<file path="src/rtl/conv_sequencer_if.sv">
// Image-RAM read port and result handshake shared by conv_sequencer (master)
// and the RAM/result consumer (slave).
interface conv_sequencer_if #(
    parameter int DATA_WIDTH = 16,
    parameter int ADDR_SIZE  = 4,
    parameter int EXP_SIZE   = 5,
    parameter int MANT_SIZE  = 10
);
    logic                   img_rd_en;
    logic [2*ADDR_SIZE-1:0] img_addr;
    logic [DATA_WIDTH-1:0]  img_rd_data;
    logic                   res_valid;
    logic                   res_ready;
    logic [EXP_SIZE:0]      res_exp;
    logic [2*MANT_SIZE:0]   res_sum;
    logic [ADDR_SIZE-1:0]   res_row;
    logic [ADDR_SIZE-1:0]   res_col;
    logic                   res_last;

    modport master (
        output img_rd_en, img_addr,
        input  img_rd_data,
        output res_valid, res_exp, res_sum, res_row, res_col, res_last,
        input  res_ready
    );

    modport slave (
        input  img_rd_en, img_addr,
        output img_rd_data,
        input  res_valid, res_exp, res_sum, res_row, res_col, res_last,
        output res_ready
    );
endinterface

</file>
<file path="src/rtl/conv_sequencer.sv">
// Frame controller for the 3x3 BFP convolution: holds weights, walks a stride-1
// window over the image RAM with a sliding-column fetch, and registers results.
module conv_sequencer #(
    parameter int IMAGE_SIZE  = 16,
    parameter int KERNEL_SIZE = 3,
    parameter int EXP_SIZE    = 5,
    parameter int MANT_SIZE   = 10,
    parameter int DATA_WIDTH  = 16,
    parameter int ADDR_SIZE   = 4
) (
    input  logic                  clk,
    input  logic                  rst,
    input  logic                  start,
    output logic                  busy,
    output logic                  done,
    input  logic                  ker_wr_en,
    input  logic [3:0]            ker_wr_idx,
    input  logic [DATA_WIDTH-1:0] ker_wr_data,
    conv_sequencer_if.master      bus,
    output logic [DATA_WIDTH-1:0] ImgP1, ImgP2, ImgP3, ImgP4, ImgP5, ImgP6, ImgP7, ImgP8, ImgP9,
    output logic [DATA_WIDTH-1:0] KerW1, KerW2, KerW3, KerW4, KerW5, KerW6, KerW7, KerW8, KerW9,
    input  logic [EXP_SIZE:0]     cb_exp,
    input  logic [2*MANT_SIZE:0]  cb_sum
);
    localparam int                   N_WIN    = IMAGE_SIZE - KERNEL_SIZE + 1;
    localparam logic [ADDR_SIZE-1:0] LAST_IDX = ADDR_SIZE'(N_WIN - 1);

    localparam logic [2:0] S_IDLE  = 3'd0;
    localparam logic [2:0] S_FILL  = 3'd1;
    localparam logic [2:0] S_ISSUE = 3'd2;
    localparam logic [2:0] S_WAIT  = 3'd3;
    localparam logic [2:0] S_SHIFT = 3'd4;
    localparam logic [2:0] S_DONE  = 3'd5;

    typedef logic [DATA_WIDTH-1:0] word_t;

    logic [2:0]             state_q, state_d;
    logic [3:0]             cnt_q, cnt_d;
    logic [ADDR_SIZE-1:0]   r_q, r_d, c_q, c_d;
    word_t                  win_q [9];
    word_t                  win_d [9];
    word_t                  ker_q [9];
    word_t                  ker_d [9];
    word_t                  stage0_q, stage0_d, stage1_q, stage1_d;
    logic [2*ADDR_SIZE-1:0] addr_q, addr_d;
    logic                   done_q, done_d;
    logic                   res_valid_q, res_valid_d;
    logic [EXP_SIZE:0]      res_exp_q, res_exp_d;
    logic [2*MANT_SIZE:0]   res_sum_q, res_sum_d;
    logic [ADDR_SIZE-1:0]   res_row_q, res_row_d, res_col_q, res_col_d;
    logic                   res_last_q, res_last_d;

    logic                   rd_en;
    logic [ADDR_SIZE-1:0]   rd_row, rd_col;
    logic                   capture, res_hs;

    // Row/column offset of FILL step k inside the 3x3 window (row-major).
    function automatic logic [1:0] ofs_row(input logic [3:0] k);
        case (k)
            4'd0, 4'd1, 4'd2: ofs_row = 2'd0;
            4'd3, 4'd4, 4'd5: ofs_row = 2'd1;
            default:          ofs_row = 2'd2;
        endcase
    endfunction

    function automatic logic [1:0] ofs_col(input logic [3:0] k);
        case (k)
            4'd0, 4'd3, 4'd6: ofs_col = 2'd0;
            4'd1, 4'd4, 4'd7: ofs_col = 2'd1;
            default:          ofs_col = 2'd2;
        endcase
    endfunction

    assign capture = (state_q == S_WAIT) && (!res_valid_q || bus.res_ready);
    assign res_hs  = res_valid_q && bus.res_ready;

    always_comb begin
        // NOTE: every variable gets a default first so no path leaves one unassigned (no latches).
        state_d     = state_q;
        cnt_d       = cnt_q;
        r_d         = r_q;
        c_d         = c_q;
        win_d       = win_q;
        ker_d       = ker_q;
        stage0_d    = stage0_q;
        stage1_d    = stage1_q;
        addr_d      = addr_q;
        done_d      = 1'b0;
        res_valid_d = res_valid_q;
        res_exp_d   = res_exp_q;
        res_sum_d   = res_sum_q;
        res_row_d   = res_row_q;
        res_col_d   = res_col_q;
        res_last_d  = res_last_q;
        rd_en       = 1'b0;
        rd_row      = r_q;
        rd_col      = c_q;

        if (state_q == S_IDLE && ker_wr_en) begin
            for (int k = 0; k < 9; k++) begin
                if (ker_wr_idx == 4'(k)) ker_d[k] = ker_wr_data;
            end
        end

        case (state_q)
            S_IDLE: begin
                if (start) begin
                    state_d = S_FILL;
                    cnt_d   = 4'd0;
                    r_d     = '0;
                    c_d     = '0;
                end
            end
            S_FILL: begin
                if (cnt_q < 4'd9) begin
                    rd_en  = 1'b1;
                    rd_row = r_q + ADDR_SIZE'(ofs_row(cnt_q));
                    rd_col = c_q + ADDR_SIZE'(ofs_col(cnt_q));
                end
                // Read data lands one cycle after its strobe, hence slot cnt-1.
                for (int k = 0; k < 9; k++) begin
                    if (cnt_q == 4'(k + 1)) win_d[k] = bus.img_rd_data;
                end
                if (cnt_q == 4'd9) begin
                    state_d = S_ISSUE;
                    cnt_d   = 4'd0;
                end else begin
                    cnt_d = cnt_q + 4'd1;
                end
            end
            S_ISSUE: state_d = S_WAIT;
            S_WAIT: begin
                if (capture) begin
                    if (c_q < LAST_IDX) begin
                        c_d     = c_q + ADDR_SIZE'(1);
                        state_d = S_SHIFT;
                        cnt_d   = 4'd0;
                    end else if (r_q < LAST_IDX) begin
                        r_d     = r_q + ADDR_SIZE'(1);
                        c_d     = '0;
                        state_d = S_FILL;
                        cnt_d   = 4'd0;
                    end else begin
                        state_d = S_DONE;
                    end
                end
            end
            S_SHIFT: begin
                if (cnt_q < 4'd3) begin
                    rd_en  = 1'b1;
                    rd_row = r_q + ADDR_SIZE'(cnt_q);
                    rd_col = c_q + ADDR_SIZE'(2);
                end
                if (cnt_q == 4'd1) stage0_d = bus.img_rd_data;
                if (cnt_q == 4'd2) stage1_d = bus.img_rd_data;
                // The bottom pixel of the new column arrives in the shift cycle itself.
                if (cnt_q == 4'd3) begin
                    win_d[0] = win_q[1];
                    win_d[1] = win_q[2];
                    win_d[2] = stage0_q;
                    win_d[3] = win_q[4];
                    win_d[4] = win_q[5];
                    win_d[5] = stage1_q;
                    win_d[6] = win_q[7];
                    win_d[7] = win_q[8];
                    win_d[8] = bus.img_rd_data;
                    state_d  = S_ISSUE;
                    cnt_d    = 4'd0;
                end else begin
                    cnt_d = cnt_q + 4'd1;
                end
            end
            S_DONE: begin
                if (done_q) begin
                    state_d = S_IDLE;
                end else if (res_hs && res_last_q) begin
                    done_d = 1'b1;
                end
            end
            default: state_d = S_IDLE;
        endcase

        // A capture in the same cycle as a handshake reloads the slot.
        if (capture) begin
            res_valid_d = 1'b1;
            res_exp_d   = cb_exp;
            res_sum_d   = cb_sum;
            res_row_d   = r_q;
            res_col_d   = c_q;
            res_last_d  = (r_q == LAST_IDX) && (c_q == LAST_IDX);
        end else if (res_hs) begin
            res_valid_d = 1'b0;
        end

        if (rd_en) addr_d = {rd_row, rd_col};
    end

    always_ff @(posedge clk) begin
        if (!rst) begin
            state_q     <= S_IDLE;
            cnt_q       <= 4'd0;
            r_q         <= '0;
            c_q         <= '0;
            // NOTE: window and weight arrays are reset too, because they drive ports that must read 0 out of reset.
            for (int k = 0; k < 9; k++) begin
                win_q[k] <= '0;
                ker_q[k] <= '0;
            end
            stage0_q    <= '0;
            stage1_q    <= '0;
            addr_q      <= '0;
            done_q      <= 1'b0;
            res_valid_q <= 1'b0;
            res_exp_q   <= '0;
            res_sum_q   <= '0;
            res_row_q   <= '0;
            res_col_q   <= '0;
            res_last_q  <= 1'b0;
        end else begin
            // NOTE: non-blocking assignments so every flop samples pre-edge values.
            state_q     <= state_d;
            cnt_q       <= cnt_d;
            r_q         <= r_d;
            c_q         <= c_d;
            win_q       <= win_d;
            ker_q       <= ker_d;
            stage0_q    <= stage0_d;
            stage1_q    <= stage1_d;
            addr_q      <= addr_d;
            done_q      <= done_d;
            res_valid_q <= res_valid_d;
            res_exp_q   <= res_exp_d;
            res_sum_q   <= res_sum_d;
            res_row_q   <= res_row_d;
            res_col_q   <= res_col_d;
            res_last_q  <= res_last_d;
        end
    end

    assign busy          = (state_q != S_IDLE);
    assign done          = done_q;
    assign bus.img_rd_en = rd_en;
    assign bus.img_addr  = rd_en ? {rd_row, rd_col} : addr_q;
    assign bus.res_valid = res_valid_q;
    assign bus.res_exp   = res_exp_q;
    assign bus.res_sum   = res_sum_q;
    assign bus.res_row   = res_row_q;
    assign bus.res_col   = res_col_q;
    assign bus.res_last  = res_last_q;

    assign ImgP1 = win_q[0];
    assign ImgP2 = win_q[1];
    assign ImgP3 = win_q[2];
    assign ImgP4 = win_q[3];
    assign ImgP5 = win_q[4];
    assign ImgP6 = win_q[5];
    assign ImgP7 = win_q[6];
    assign ImgP8 = win_q[7];
    assign ImgP9 = win_q[8];
    assign KerW1 = ker_q[0];
    assign KerW2 = ker_q[1];
    assign KerW3 = ker_q[2];
    assign KerW4 = ker_q[3];
    assign KerW5 = ker_q[4];
    assign KerW6 = ker_q[5];
    assign KerW7 = ker_q[6];
    assign KerW8 = ker_q[7];
    assign KerW9 = ker_q[8];
endmodule

</file>
<file path="src/flat_wrapper.sv">
// flat-port wrapper written by rule: the top's interface ports become plain ports
module conv_sequencer_flat 
#(
    parameter int IMAGE_SIZE  = 16,
    parameter int KERNEL_SIZE = 3,
    parameter int EXP_SIZE    = 5,
    parameter int MANT_SIZE   = 10,
    parameter int DATA_WIDTH  = 16,
    parameter int ADDR_SIZE   = 4
)
  (clk, rst, start, busy, done, ker_wr_en, ker_wr_idx, ker_wr_data, ImgP1, ImgP2, ImgP3, ImgP4, ImgP5, ImgP6, ImgP7, ImgP8, ImgP9, KerW1, KerW2, KerW3, KerW4, KerW5, KerW6, KerW7, KerW8, KerW9, cb_exp, cb_sum, bus_img_rd_en, bus_img_addr, bus_img_rd_data, bus_res_valid, bus_res_exp, bus_res_sum, bus_res_row, bus_res_col, bus_res_last, bus_res_ready);
  conv_sequencer_if #(.DATA_WIDTH(DATA_WIDTH), .ADDR_SIZE(ADDR_SIZE), .EXP_SIZE(EXP_SIZE), .MANT_SIZE(MANT_SIZE)) bus_i ();
  input  logic clk;
  input  logic rst;
  input  logic start;
  output logic busy;
  output logic done;
  input  logic ker_wr_en;
  input  logic [3:0] ker_wr_idx;
  input  logic [DATA_WIDTH-1:0] ker_wr_data;
  output logic [DATA_WIDTH-1:0] ImgP1;
  output logic [DATA_WIDTH-1:0] ImgP2;
  output logic [DATA_WIDTH-1:0] ImgP3;
  output logic [DATA_WIDTH-1:0] ImgP4;
  output logic [DATA_WIDTH-1:0] ImgP5;
  output logic [DATA_WIDTH-1:0] ImgP6;
  output logic [DATA_WIDTH-1:0] ImgP7;
  output logic [DATA_WIDTH-1:0] ImgP8;
  output logic [DATA_WIDTH-1:0] ImgP9;
  output logic [DATA_WIDTH-1:0] KerW1;
  output logic [DATA_WIDTH-1:0] KerW2;
  output logic [DATA_WIDTH-1:0] KerW3;
  output logic [DATA_WIDTH-1:0] KerW4;
  output logic [DATA_WIDTH-1:0] KerW5;
  output logic [DATA_WIDTH-1:0] KerW6;
  output logic [DATA_WIDTH-1:0] KerW7;
  output logic [DATA_WIDTH-1:0] KerW8;
  output logic [DATA_WIDTH-1:0] KerW9;
  input  logic [EXP_SIZE:0] cb_exp;
  input  logic [2*MANT_SIZE:0] cb_sum;
  output wire logic [$bits(bus_i.img_rd_en)-1:0] bus_img_rd_en;
  output wire logic [$bits(bus_i.img_addr)-1:0] bus_img_addr;
  input wire logic [$bits(bus_i.img_rd_data)-1:0] bus_img_rd_data;
  output wire logic [$bits(bus_i.res_valid)-1:0] bus_res_valid;
  output wire logic [$bits(bus_i.res_exp)-1:0] bus_res_exp;
  output wire logic [$bits(bus_i.res_sum)-1:0] bus_res_sum;
  output wire logic [$bits(bus_i.res_row)-1:0] bus_res_row;
  output wire logic [$bits(bus_i.res_col)-1:0] bus_res_col;
  output wire logic [$bits(bus_i.res_last)-1:0] bus_res_last;
  input wire logic [$bits(bus_i.res_ready)-1:0] bus_res_ready;
  assign bus_img_rd_en = bus_i.img_rd_en;
  assign bus_img_addr = bus_i.img_addr;
  assign bus_i.img_rd_data = bus_img_rd_data;
  assign bus_res_valid = bus_i.res_valid;
  assign bus_res_exp = bus_i.res_exp;
  assign bus_res_sum = bus_i.res_sum;
  assign bus_res_row = bus_i.res_row;
  assign bus_res_col = bus_i.res_col;
  assign bus_res_last = bus_i.res_last;
  assign bus_i.res_ready = bus_res_ready;
  conv_sequencer #(.IMAGE_SIZE(IMAGE_SIZE), .KERNEL_SIZE(KERNEL_SIZE), .EXP_SIZE(EXP_SIZE), .MANT_SIZE(MANT_SIZE), .DATA_WIDTH(DATA_WIDTH), .ADDR_SIZE(ADDR_SIZE)) u_core (.clk(clk), .rst(rst), .start(start), .busy(busy), .done(done), .ker_wr_en(ker_wr_en), .ker_wr_idx(ker_wr_idx), .ker_wr_data(ker_wr_data), .bus(bus_i), .ImgP1(ImgP1), .ImgP2(ImgP2), .ImgP3(ImgP3), .ImgP4(ImgP4), .ImgP5(ImgP5), .ImgP6(ImgP6), .ImgP7(ImgP7), .ImgP8(ImgP8), .ImgP9(ImgP9), .KerW1(KerW1), .KerW2(KerW2), .KerW3(KerW3), .KerW4(KerW4), .KerW5(KerW5), .KerW6(KerW6), .KerW7(KerW7), .KerW8(KerW8), .KerW9(KerW9), .cb_exp(cb_exp), .cb_sum(cb_sum));
endmodule
</file>
<file path="config.mk">
export PLATFORM = sky130hd
export DESIGN_NAME = conv_sequencer_flat
export DESIGN_NICKNAME = d
export VERILOG_FILES = /design/src/rtl/conv_sequencer_if.sv /design/src/rtl/conv_sequencer.sv /design/src/flat_wrapper.sv
export SDC_FILE = /design/constraint.sdc
export NUM_CORES = 1
export LEC_CHECK = 0
export CORE_ASPECT_RATIO = 1.75
export CORE_MARGIN = 1.5
export CORE_UTILIZATION = 49
export CTS_CLUSTER_DIAMETER = 50
export DETAILED_ROUTE_END_ITERATION = 8
export GPL_TIMING_DRIVEN = 0
export MAX_ROUTING_LAYER = met4
export PLACE_DENSITY = 0.89
export SLEW_MARGIN = 0
export SYNTH_ARGS = -nofsm -noshare
export SYNTH_HDL_FRONTEND = slang
export SYNTH_SLANG_ARGS = --single-unit
</file>
<file path="constraint.sdc">
create_clock -name clk -period 4.45 [get_ports clk]
set_clock_uncertainty 0.15 [all_clocks]
set_input_delay 0.6675 -clock clk [delete_from_list [all_inputs] [get_ports clk]]
set_output_delay 0.6675 -clock clk [all_outputs]
set_load 0.01 [all_outputs]
</file>
-- Word-level counts from Yosys, hierarchy flattened
Cells that the tools add are included.
- $mul: 0
- bitwise gates (word level): 2
- reductions and logical operators: 44
- divide/modulo/power cells: 0
- shift-type cells: 0
- mux-type cells: 52
- add/sub/neg operators: 7
- equal/unequal tests: 40
- $lt $le $gt $ge: 4
- operator list (operator ; number):
    $pmux 144 s2 ; 1
    $mux 144 ; 1
    $mux 16 ; 9
    $mux 4 ; 15
    $eq 4x3->1 const B ; 8
    $pmux 4 s2 ; 4
    $reduce_and 3->1 ; 9
    $ne 2x1->1 const B ; 12
    $reduce_and 2->1 ; 11
    $mux 3 ; 7
    $eq 4x4->1 const B ; 5
    $pmux 3 s6 ; 1
    $eq 4x2->1 const B ; 4
    $pmux 4 s4 ; 1
    $reduce_or 3->1 ; 5
    $add 4x1->4 const B ; 3
    $lt 4x4->1 const B ; 3
    $reduce_and 5->1 ; 2
    $add 4x2->4 ; 2
    $eq 4x1->1 const B ; 2
    $logic_not 4->1 ; 2
    $mux 2 ; 4
    $mux 8 ; 1
    $pmux 2 s2 ; 2
    19 further kinds ; 35
- bits in writable memories: 0
- output and inout bits: 336
- memory bits (read-only): 0
- register bits: 381
- memories kept: 0
- input bits: 68
- latch bits: 0

-- Depth between registers and ports, before layout
Gate-level depths: netlist of the first run.
- word-level depth: 9
- gate-level depth with buffers: 10
- depth with buffers taken out: 10

-- Least setup slack after synthesis of the first run
Ideal clock, no wire load.
- kind: reg2out
- from: register u_core.cnt_q[2]
- to: output bus_img_addr[2]
- path buffers: 3
- arrival time: 2.594 ns
- stages on the path, launching flop included: 11
- slack: 1.039 ns
- cell sequence: dfxtp_1 -> clkbuf_1 -> clkbuf_1 -> clkbuf_1 -> o21ai_0 -> a21oi_1 -> ha_1 -> inv_1 -> fa_1 -> o211a_1 -> o31a_1
- word-level cells in the longest chain between the ends: 9
- RTL lines (item ; RTL line ; text):
    start, declared ; conv_sequencer.sv:38 ; logic [3:0] cnt_q, cnt_d;
    start signal, assigned ; conv_sequencer.sv:222 ; cnt_q <= cnt_d;
    $eq 4x3->1 (tied with other cells) ; conv_sequencer.sv:67 ; case (k)
    $reduce_or 3->1 ; conv_sequencer.sv:67 ;
    $pmux 2 s2 ; conv_sequencer.sv:67 ;
    $mux 2 ; conv_sequencer.sv:115 ; if (cnt_q < 4'd9) begin
    $mux 2 ; conv_sequencer.sv:105 ; case (state_q)
    $add 4x2->4 ; conv_sequencer.sv:118 ; rd_col = c_q + ADDR_SIZE'(ofs_col(cnt_q));
    $mux 4 ; conv_sequencer.sv:115 ;
    $pmux 4 s2 ; conv_sequencer.sv:105 ;
    $mux 8 (*) ; n/a ;
    end, declared ; flat_wrapper.sv:42 ; output wire logic [$bits(bus_i.img_addr)-1:0] bus_img_addr;
Every way passes the cells marked *; elsewhere a longest branch is shown, timed or not. The select of a mux whose other input is x is not followed.

-- Worst setup path after layout of the first run
- from: register u_core.state_q[0]
- to: output bus_img_addr[0]
- word-level cells in the longest chain between the ends: 3
- RTL lines (item ; RTL line ; text):
    start, declared ; conv_sequencer.sv:37 ; logic [2:0] state_q, state_d;
    start signal, assigned ; conv_sequencer.sv:221 ; state_q <= state_d;
    $eq 3x3->1 or $eq 3x1->1 (tied branches) ; conv_sequencer.sv:105 ;
    $pmux 4 s2 or $pmux 1 s2 (tied branches) ; conv_sequencer.sv:105 ;
    $mux 8 (*) ; n/a ;
Every way passes the cells marked *; elsewhere a longest branch is shown, timed or not.

==> results.yml, run 1 <==
sta:
  setup_viol: 0
  hold_viol: 0
  finalMaxSlewViolations: 0
  whs_ns: 0.305
  max_slew_margin: 0.215
  fin_crit_sh: 0.988
  min_period_ns: 4.40
  fin_setup_tns_ns: 0
  rsz0062_at_grt: "no"
  setup_slack_ns: 0.0527
  tightest_slew_ns: 1.16
  fmax_mhz: 227
placement:
  pre_cts_slack_ns: -0.313
  numPortBuffers: 400
  place_congestion: 1.00
  postPlaceCellArea_um2: 19700
  place_hpwl_um: 45300
finish:
  syn_to_final_growth_pct: 38.0
  final_common_cell: "clkdlybuf4s50_1"
  stdcell_area_um2: 21000
  drive_above_1_share: 0.0613
  final_nets: 2282
  n_fill_cell: 2355
  layout_common_cells: "clkdlybuf4s50_1, dfxtp_1, nand2_1, nor2_1, a21oi_1"
  largest_reg_flops: 21
clocking:
  clock_sinks: 381
  cts_root_buf: "clkbuf_16"
  path_clk_slew_ns: 0.07
  max-clock-path-buffers: 3
  numCtsBuffers: 36
  tritoncts: "built"
  holdBufCountCts: 0
  clk_latency_ns: 0.54
  postCtsSetupRepairBufs: 0
  htreeDepth: 2
drt:
  firstDrtPassIters: 7
  drc: 0
  viasPerCell: 5.96
  vias: 15600
  post_drt_wl_per_cell_um: 23.2
  ant_nets: 0
  totalWireLength_um: 60500
  drt_iter0_markers: 1025
setup_path:
  critPathMaxFanout: 10
  critical_path.startpoint_type: "register"
  end_kind: "output port"
  worstSetupPathType: "register to output port"
  rrSetupSlack_ns: 1.30
  crit_arrival_ns: 3.58
  r2r_cells: 7
  crit_required_ns: 3.63
synthesis:
  yosysWarningCount: 0
  ys_types: 74
  async_reset_ff_frac: 0
  ys_seq_elements: 381
  synth_ff_type: "dfxtp_1"
  yosysSeqAreaShare: 0.500
  synth.avg_cell_area_um2: 8.68
  syn_inst: 1756
  synth_edf_count: 0
  syn_area_um2: 15200
  syn_nets: 1846
global_route:
  grt_max_degree: 17
  grt_pass1_vias: 15600
  antenna_found_initial: 3
  grt_pass1_wl_um: 89100
  grt_usage: 0.377
  globalRouteOverflowTotal: 0
die:
  coreArea_um2: 30700
  start_util: 0.496
  pin_count: 404
  rows: 85
  die_w_um: 136
  die_h_um: 236
  die_area_um2: 32200
hold_path:
  hp-class: "register to register"
  min_path_cells: 2
pwr:
  p_leak_nw: 7.29
  peakVddDrop_mv: 0.333
  power_density_nw_per_um2: 387
flow_run:
  maxCapViolCount: 0
outcome:
  outcome: "complete, no violations"
## stage by stage
step                      instances  power [mW]   util
after detailed placement       2547        4.91  0.642
after CTS                      2610        8.12  0.683
after global routing           2612        8.36  0.684
after global placement         2547        4.88  0.642
after floorplan                1756        4.31      -
final                          2613        8.15  0.685
## worst paths after layout
kind,start,endpoint
setup / recovery,u_core.state_q[0]$_SDFFE_PN0P_,bus_img_addr[0]
hold / removal,u_core.bus.res_sum[4]$_SDFFE_PN0P_,u_core.bus.res_sum[4]$_SDFFE_PN0P_
setup reg to reg,u_core.cnt_q[0]$_SDFFE_PN0P_,u_core.ImgP2[11]$_SDFFE_PN0P_
hold reg to reg,u_core.bus.res_sum[4]$_SDFFE_PN0P_,u_core.bus.res_sum[4]$_SDFFE_PN0P_
## cells in the mapped netlist, types with 4 or more instances
| cell | n | area (um2) |
|---|---|---|
| and3_1 | 5 | 31.3 |
| clkbuf_1 | 93 | 349 |
| nor2_1 | 159 | 597 |
| o21ai_0 | 100 | 500 |
| a211oi_1 | 5 | 37.5 |
| or3b_2 | 4 | 35.0 |
| nand3b_1 | 4 | 30.0 |
| nand2_1 | 342 | 1280 |
| a211o_1 | 18 | 158 |
| nand3_1 | 94 | 470 |
| nor2b_1 | 4 | 25.0 |
| ha_1 | 19 | 238 |
| inv_1 | 16 | 60.1 |
| a21oi_1 | 136 | 681 |
| mux2i_1 | 80 | 801 |
| a311oi_1 | 114 | 998 |
| or3_1 | 8 | 50.1 |
| buf_2 | 39 | 195 |
| dfxtp_1 | 381 | 7630 |
| buf_1 | 13 | 48.8 |
| buf_4 | 6 | 45.0 |
| o211ai_1 | 4 | 30.0 |
| nand2b_1 | 7 | 43.8 |
| nand4_1 | 5 | 31.3 |
| o21ai_1 | 8 | 40.0 |
| and2_1 | 4 | 25.0 |
| nor3_1 | 12 | 60.1 |
| a31oi_1 | 8 | 50.1 |
## routing by layer
| metal | GRT usage | vias up | part of all wire |
|---|---|---|---|
| met4 | 0.291 | 0 | 0.091 |
| met3 | 0.0866 | 296 | 0.084 |
| met5 | - | - | 0 |
| met1 | 0.352 | 7300 | 0.32 |
| met2 | 0.653 | 908 | 0.51 |
| li1 | - | 7077 | - |
## timing repair
item                                    4_1_cts  5_1_grt
endpoints found under the setup margin        8        6
resized for setup                            12       13
hold endpoints to repair                      0        0
## cell families (layout without fill, tap and decap cells)
kind of cell	after synthesis	count (layout)	synth area share
AND/OR/NAND/NOR	676	676	0.194
AO/OA/AOI/OAI	424	424	0.184
flip-flops	381	381	0.500
buffers and inverters	170	632	0.0476
multiplexers	80	80	0.0525
adder cells (fa/ha/maj)	22	22	0.0195
XOR/XNOR	3	3	0.00172
other	0	4	0
## worst max-delay path: stages (launching register included)
cell and delay [ns]:
dfxtp_1 0.39, buf_4 0.21, nor3b_2 0.50, buf_2 0.41, buf_2 0.34, nand3_1 0.13, a31oi_1 0.43, clkdlybuf4s50_1 0.63
## area by class of cell
cell class / instances / area (um2) / share of cell area
sequential: 381 / 7630 / 0.363
multi-input combinational: 1205 / 6920 / 0.329
buffer: 152 / 683 / 0.0325
clock buffer: 49 / 1030 / 0.0490
antenna: 4 / 10.0 / 0.000476
inverter: 16 / 60.1 / 0.00285
tap: 391 / 489 / 0.0233
clock inverter: 15 / 206 / 0.00981
timing repair buffer: 400 / 4010 / 0.191
## report_power, final
part           internal (mW)  leakage, nW  total, mW  switching [mW]
logic                  0.524         3.61       1.23           0.704
clock network           1.88        0.607       3.27            1.39
registers               3.54         3.08       3.65           0.107
No activity file was read; power rests on OpenSTA's default activity.
==> run 2, diff against run 1 <==
Settings changed: PLACE_DENSITY 0.89 to 0.81.
==> results.yml, run 2 (synthesized netlist as in run 1, its figures left out) <==
outcome:
  outcome: "complete, no violations"
clocking:
  numCtsBuffers: 37
  tritoncts: "built"
  cts_root_buf: "clkbuf_16"
  postCtsSetupRepairBufs: 0
  clk_latency_ns: 0.54
  clock_sinks: 381
  htreeDepth: 2
  path_clk_slew_ns: 0.06
  holdBufCountCts: 0
  max-clock-path-buffers: 3
drt:
  firstDrtPassIters: 5
  ant_nets: 0
  viasPerCell: 5.86
  totalWireLength_um: 58300
  vias: 15300
  post_drt_wl_per_cell_um: 22.3
  drt_iter0_markers: 921
  drc: 0
setup_path:
  cp_top_family: "buffers and inverters"
  crit_required_ns: 3.63
  r2r_cells: 8
  slowest_stage: "clkdlybuf4s50_1"
  crit_arrival_ns: 3.55
  path_cells: "buf_4 -> clkbuf_8 -> clkbuf_4 -> nor2_1 -> a211oi_1 -> ha_1 -> a21oi_1 -> or3_1 -> a21oi_1 -> or3_1 -> clkdlybuf4s50_1"
  slowest_delay_ns: 0.57
  worstSetupPathDepth: 11
  worst-path-buf-inv: 4
  critical_path.startpoint_type: "register"
  end_kind: "output port"
  worstSetupPathType: "register to output port"
  critPathMaxFanout: 10
finish:
  layout_common_cells: "clkdlybuf4s50_1, dfxtp_1, nand2_1, nor2_1, a21oi_1"
  largest_reg_flops: 21
  syn_to_final_growth_pct: 37.8
  stdcell_count: 2610
  final_common_cell: "clkdlybuf4s50_1"
  diodes: 0
  final_nets: 2283
  drive_above_1_share: 0.0595
sta:
  whs_ns: 0.305
  setup_viol: 0
  fin_setup_tns_ns: 0
  fmax_mhz: 229
  max_slew_margin: 0.221
  rsz0062_at_grt: "no"
  finalMaxSlewViolations: 0
  tightest_slew_ns: 1.16
  min_period_ns: 4.37
  fin_crit_sh: 0.982
  hold_viol: 0
hold_path:
  min_path_cells: 2
  hp-class: "register to register"
global_route:
  grt_pass1_vias: 15200
  grt_pass1_wl_um: 86500
  grt_max_degree: 16
  globalRouteOverflowTotal: 0
  grt_usage: 0.365
  antenna_found_initial: 0
pwr:
  power_density_nw_per_um2: 384
  p_total_mw: 8.06
  p_leak_nw: 7.28
  peakVddDrop_mv: 0.308
die:
  coreArea_um2: 30700
  pin_count: 404
  die_h_um: 236
  start_util: 0.496
  die_area_um2: 32200
  die_w_um: 136
  rows: 85
flow_run:
  maxCapViolCount: 0
placement:
  place_congestion: 0.975
  place_inst: 2547
  numPortBuffers: 400
  place_hpwl_um: 44400
==> run 2: timing repair <==
| action | 4_1_cts | 5_1_grt |
|---|---|---|
| pin swaps | 0 | 0 |
| endpoints found under the setup margin | 8 | 6 |
| gates resized for setup | 15 | 5 |
==> run 2: per-stage QoR <==
stage / worst slack (ns) / instance area (um2) / utilization
3_3_place_gp: -0.404 / 19700 / 0.642
6_report: 0.0788 / 21000 / 0.683
4_1_cts: 0.0208 / 21000 / 0.683
2_1_floorplan: 1.04 / 15200 / -
5_1_grt: 0.0105 / 21000 / 0.683
3_5_place_dp: -0.442 / 19700 / 0.642
==> run 2: worst register-to-register path, cell delays in order, from the launching register on <==
cell and delay, ns:
dfxtp_1 0.42, inv_1 0.16, ha_1 0.28, or3b_2 0.46
a21oi_1 0.59, and2_1 0.22, clkbuf_1 0.25, buf_2 0.29
a311oi_1 0.13
==> run 2: path summary, 6_finish.rpt <==
| kind | startpoint | end | slack, ns |
|---|---|---|---|
| worst max-delay path | u_core.cnt_q[2]$_SDFFE_PN0P_ | bus_img_addr[7] | 0.08 |
| worst min-delay path | u_core.bus.res_col[0]$_SDFFE_PN0P_ | u_core.bus.res_col[0]$_SDFFE_PN0P_ | 0.30 |
| worst max register to register | u_core.cnt_q[0]$_SDFFE_PN0P_ | u_core.ImgP2[13]$_SDFFE_PN0P_ | 1.34 |
| worst min register to register | u_core.bus.res_col[0]$_SDFFE_PN0P_ | u_core.bus.res_col[0]$_SDFFE_PN0P_ | 0.30 |
==> run 2: final cells by class <==
class,count,area [um2]
well taps,391,489
multi-input cells,1205,6920
repair buffers,400,4010
fillers,2466,9730
clock buffers,53,1100
plain buffers,152,679
clock inverters,12,128
flip-flops and latches,381,7630
inverters,16,60.1
==> run 2: metal layers <==
layer  vias up  share of wire  wire length, um  track usage
met3       257          0.090             5230        0.102
li1       7077              -                -            -
met5         -              0                0            -
met4         0          0.087             5100        0.266
met2       809           0.49            28800        0.625
met1      7163           0.33            19200        0.341
==> run 2: power breakdown <==
group | total [mW] | internal (mW) | switching, mW
Combinational | 1.20 | 0.521 | 0.679
Sequential | 3.65 | 3.55 | 0.106
Clock | 3.21 | 1.84 | 1.37
Total | 8.06 | 5.91 | 2.16
==> run 3, diff against run 2 <==
Settings changed: PLACE_DENSITY 0.81 to not set, PLACE_DENSITY_LB_ADDON set to 0.2.
==> results.yml, run 3 (synthesized netlist as in run 1, its figures left out) <==
outcome:
  outcome: "complete, no violations"
clocking:
  holdBufCountCts: 0
  cts_root_buf: "clkbuf_16"
  path_clk_slew_ns: 0.06
  clock_sinks: 381
  tritoncts: "built"
  clk_latency_ns: 0.55
  numCtsBuffers: 36
  htreeDepth: 2
  max-clock-path-buffers: 3
  postCtsSetupRepairBufs: 0
placement:
  postPlaceCellArea_um2: 19700
  place_congestion: 0.981
  place_hpwl_um: 44200
  numPortBuffers: 400
die:
  start_util: 0.496
  rows: 85
  die_w_um: 136
  coreArea_um2: 30700
  die_h_um: 236
  pin_count: 404
  die_area_um2: 32200
finish:
  final_nets: 2282
  final_common_cell: "clkdlybuf4s50_1"
  diodes: 0
  multiInputGateArea_um2: 6910
  layout_common_cells: "clkdlybuf4s50_1, dfxtp_1, nand2_1, nor2_1, a21oi_1"
  drive_above_1_share: 0.0622
  stdcell_area_um2: 21000
  regArea_um2: 7630
  syn_to_final_growth_pct: 37.8
  largest_reg_flops: 21
  n_fill_cell: 2578
global_route:
  top_usage_layer: "met2"
  grt_usage: 0.359
  globalRouteOverflowTotal: 0
  grtUsageMet3: 0.0845
  grt_pass1_wl_um: 84800
  grt_pass1_vias: 15000
  grt_max_degree: 17
  grt_use_met2: 0.630
  antenna_found_initial: 0
  grt_util_met1: 0.325
drt:
  firstDrtPassIters: 5
  ant_nets: 0
  post_drt_wl_per_cell_um: 22.0
  totalWireLength_um: 57300
  drt_iter0_markers: 806
  drc: 0
  vias: 15100
  viasPerCell: 5.79
setup_path:
  worstSetupPathType: "register to output port"
  crit_required_ns: 3.63
  cp_common_cell: "buf_6"
  critical_path.startpoint_type: "register"
  crit_arrival_ns: 3.46
  end_kind: "output port"
  cp_top_family: "buffers and inverters"
  slowest_stage: "clkdlybuf4s50_1"
  slowest_delay_ns: 0.52
  critPathMaxFanout: 10
  path_cells: "buf_6 -> buf_6 -> clkbuf_8 -> o21ai_0 -> a21oi_1 -> ha_1 -> inv_1 -> fa_1 -> o211a_1 -> o31a_1 -> clkdlybuf4s50_1"
  worst-path-buf-inv: 5
sta:
  whs_ns: 0.303
  hold_viol: 0
  rsz0062_at_grt: "no"
  finalMaxSlewViolations: 0
  max_slew_margin: 0.276
  tightest_slew_ns: 1.07
  fmax_mhz: 234
  setup_viol: 0
  fin_crit_sh: 0.961
  min_period_ns: 4.28
pwr:
  p_leak_nw: 7.27
  power_density_nw_per_um2: 383
  peakVddDrop_mv: 0.382
flow_run:
  maxCapViolCount: 0
hold_path:
  hp-class: "register to register"
[run 3: through the flow]
step	util	setup WS [ns]	total power [mW]	setup TNS, ns	cells
floorplan	-	1.04	4.31	0	1756
global placement	0.642	-0.631	4.89	-2.46	2547
detailed placement	0.642	-0.581	4.90	-2.27	2547
CTS	0.683	0.000183	8.03	0	2612
global route	0.683	0.00717	8.28	0	2611
finish	0.683	0.174	8.04	0	2611
[run 3: cell type report]
class | instances | area share
buffer | 152 | 0.0327
inverter | 16 | 0.00286
tap | 391 | 0.0233
sequential | 381 | 0.363
timing repair buffer | 400 | 0.191
clock inverter | 16 | 0.00751
multi-input combinational | 1205 | 0.329
clock buffer | 50 | 0.0507
[run 3: what timing repair did]
action / 4_1_cts / 5_1_grt
endpoints found under the setup margin: 8 / 6
hold endpoints to repair: 0 / 0
gates resized for setup: 13 / 9
cloned: 0 / 0
[run 3: per-layer routing]
| layer | up-vias | share of wire |
|---|---|---|
| met3 | 243 | 0.076 |
| met1 | 7097 | 0.32 |
| met4 | 0 | 0.094 |
| met2 | 718 | 0.51 |
| met5 | - | 0 |
| li1 | 7072 | - |
[run 3: path summary, 6_finish.rpt]
path                                      startpoint                            endpoint  slack (ns)  cells after the start
setup / recovery        u_core.cnt_q[2]$_SDFFE_PN0P_                     bus_img_addr[2]        0.17                     11
hold / removal    u_core.bus.res_col[3]$_SDFFE_PN0P_  u_core.bus.res_col[3]$_SDFFE_PN0P_        0.30                      2
setup reg to reg          u_core.r_q[1]$_SDFFE_PN0P_          u_core.r_q[2]$_SDFFE_PN0P_        1.35                      6
hold reg to reg   u_core.bus.res_col[3]$_SDFFE_PN0P_  u_core.bus.res_col[3]$_SDFFE_PN0P_        0.30                      2
[run 3: power breakdown]
part	switching, mW	internal [mW]
Clock	1.38	1.81
Sequential	0.107	3.55
Combinational	0.672	0.524
[run 3: tightest hold or removal path: stages (launching register included)]
cell and delay, ns:
dfxtp_1 0.31, nand2_1 0.05, a21oi_1 0.05
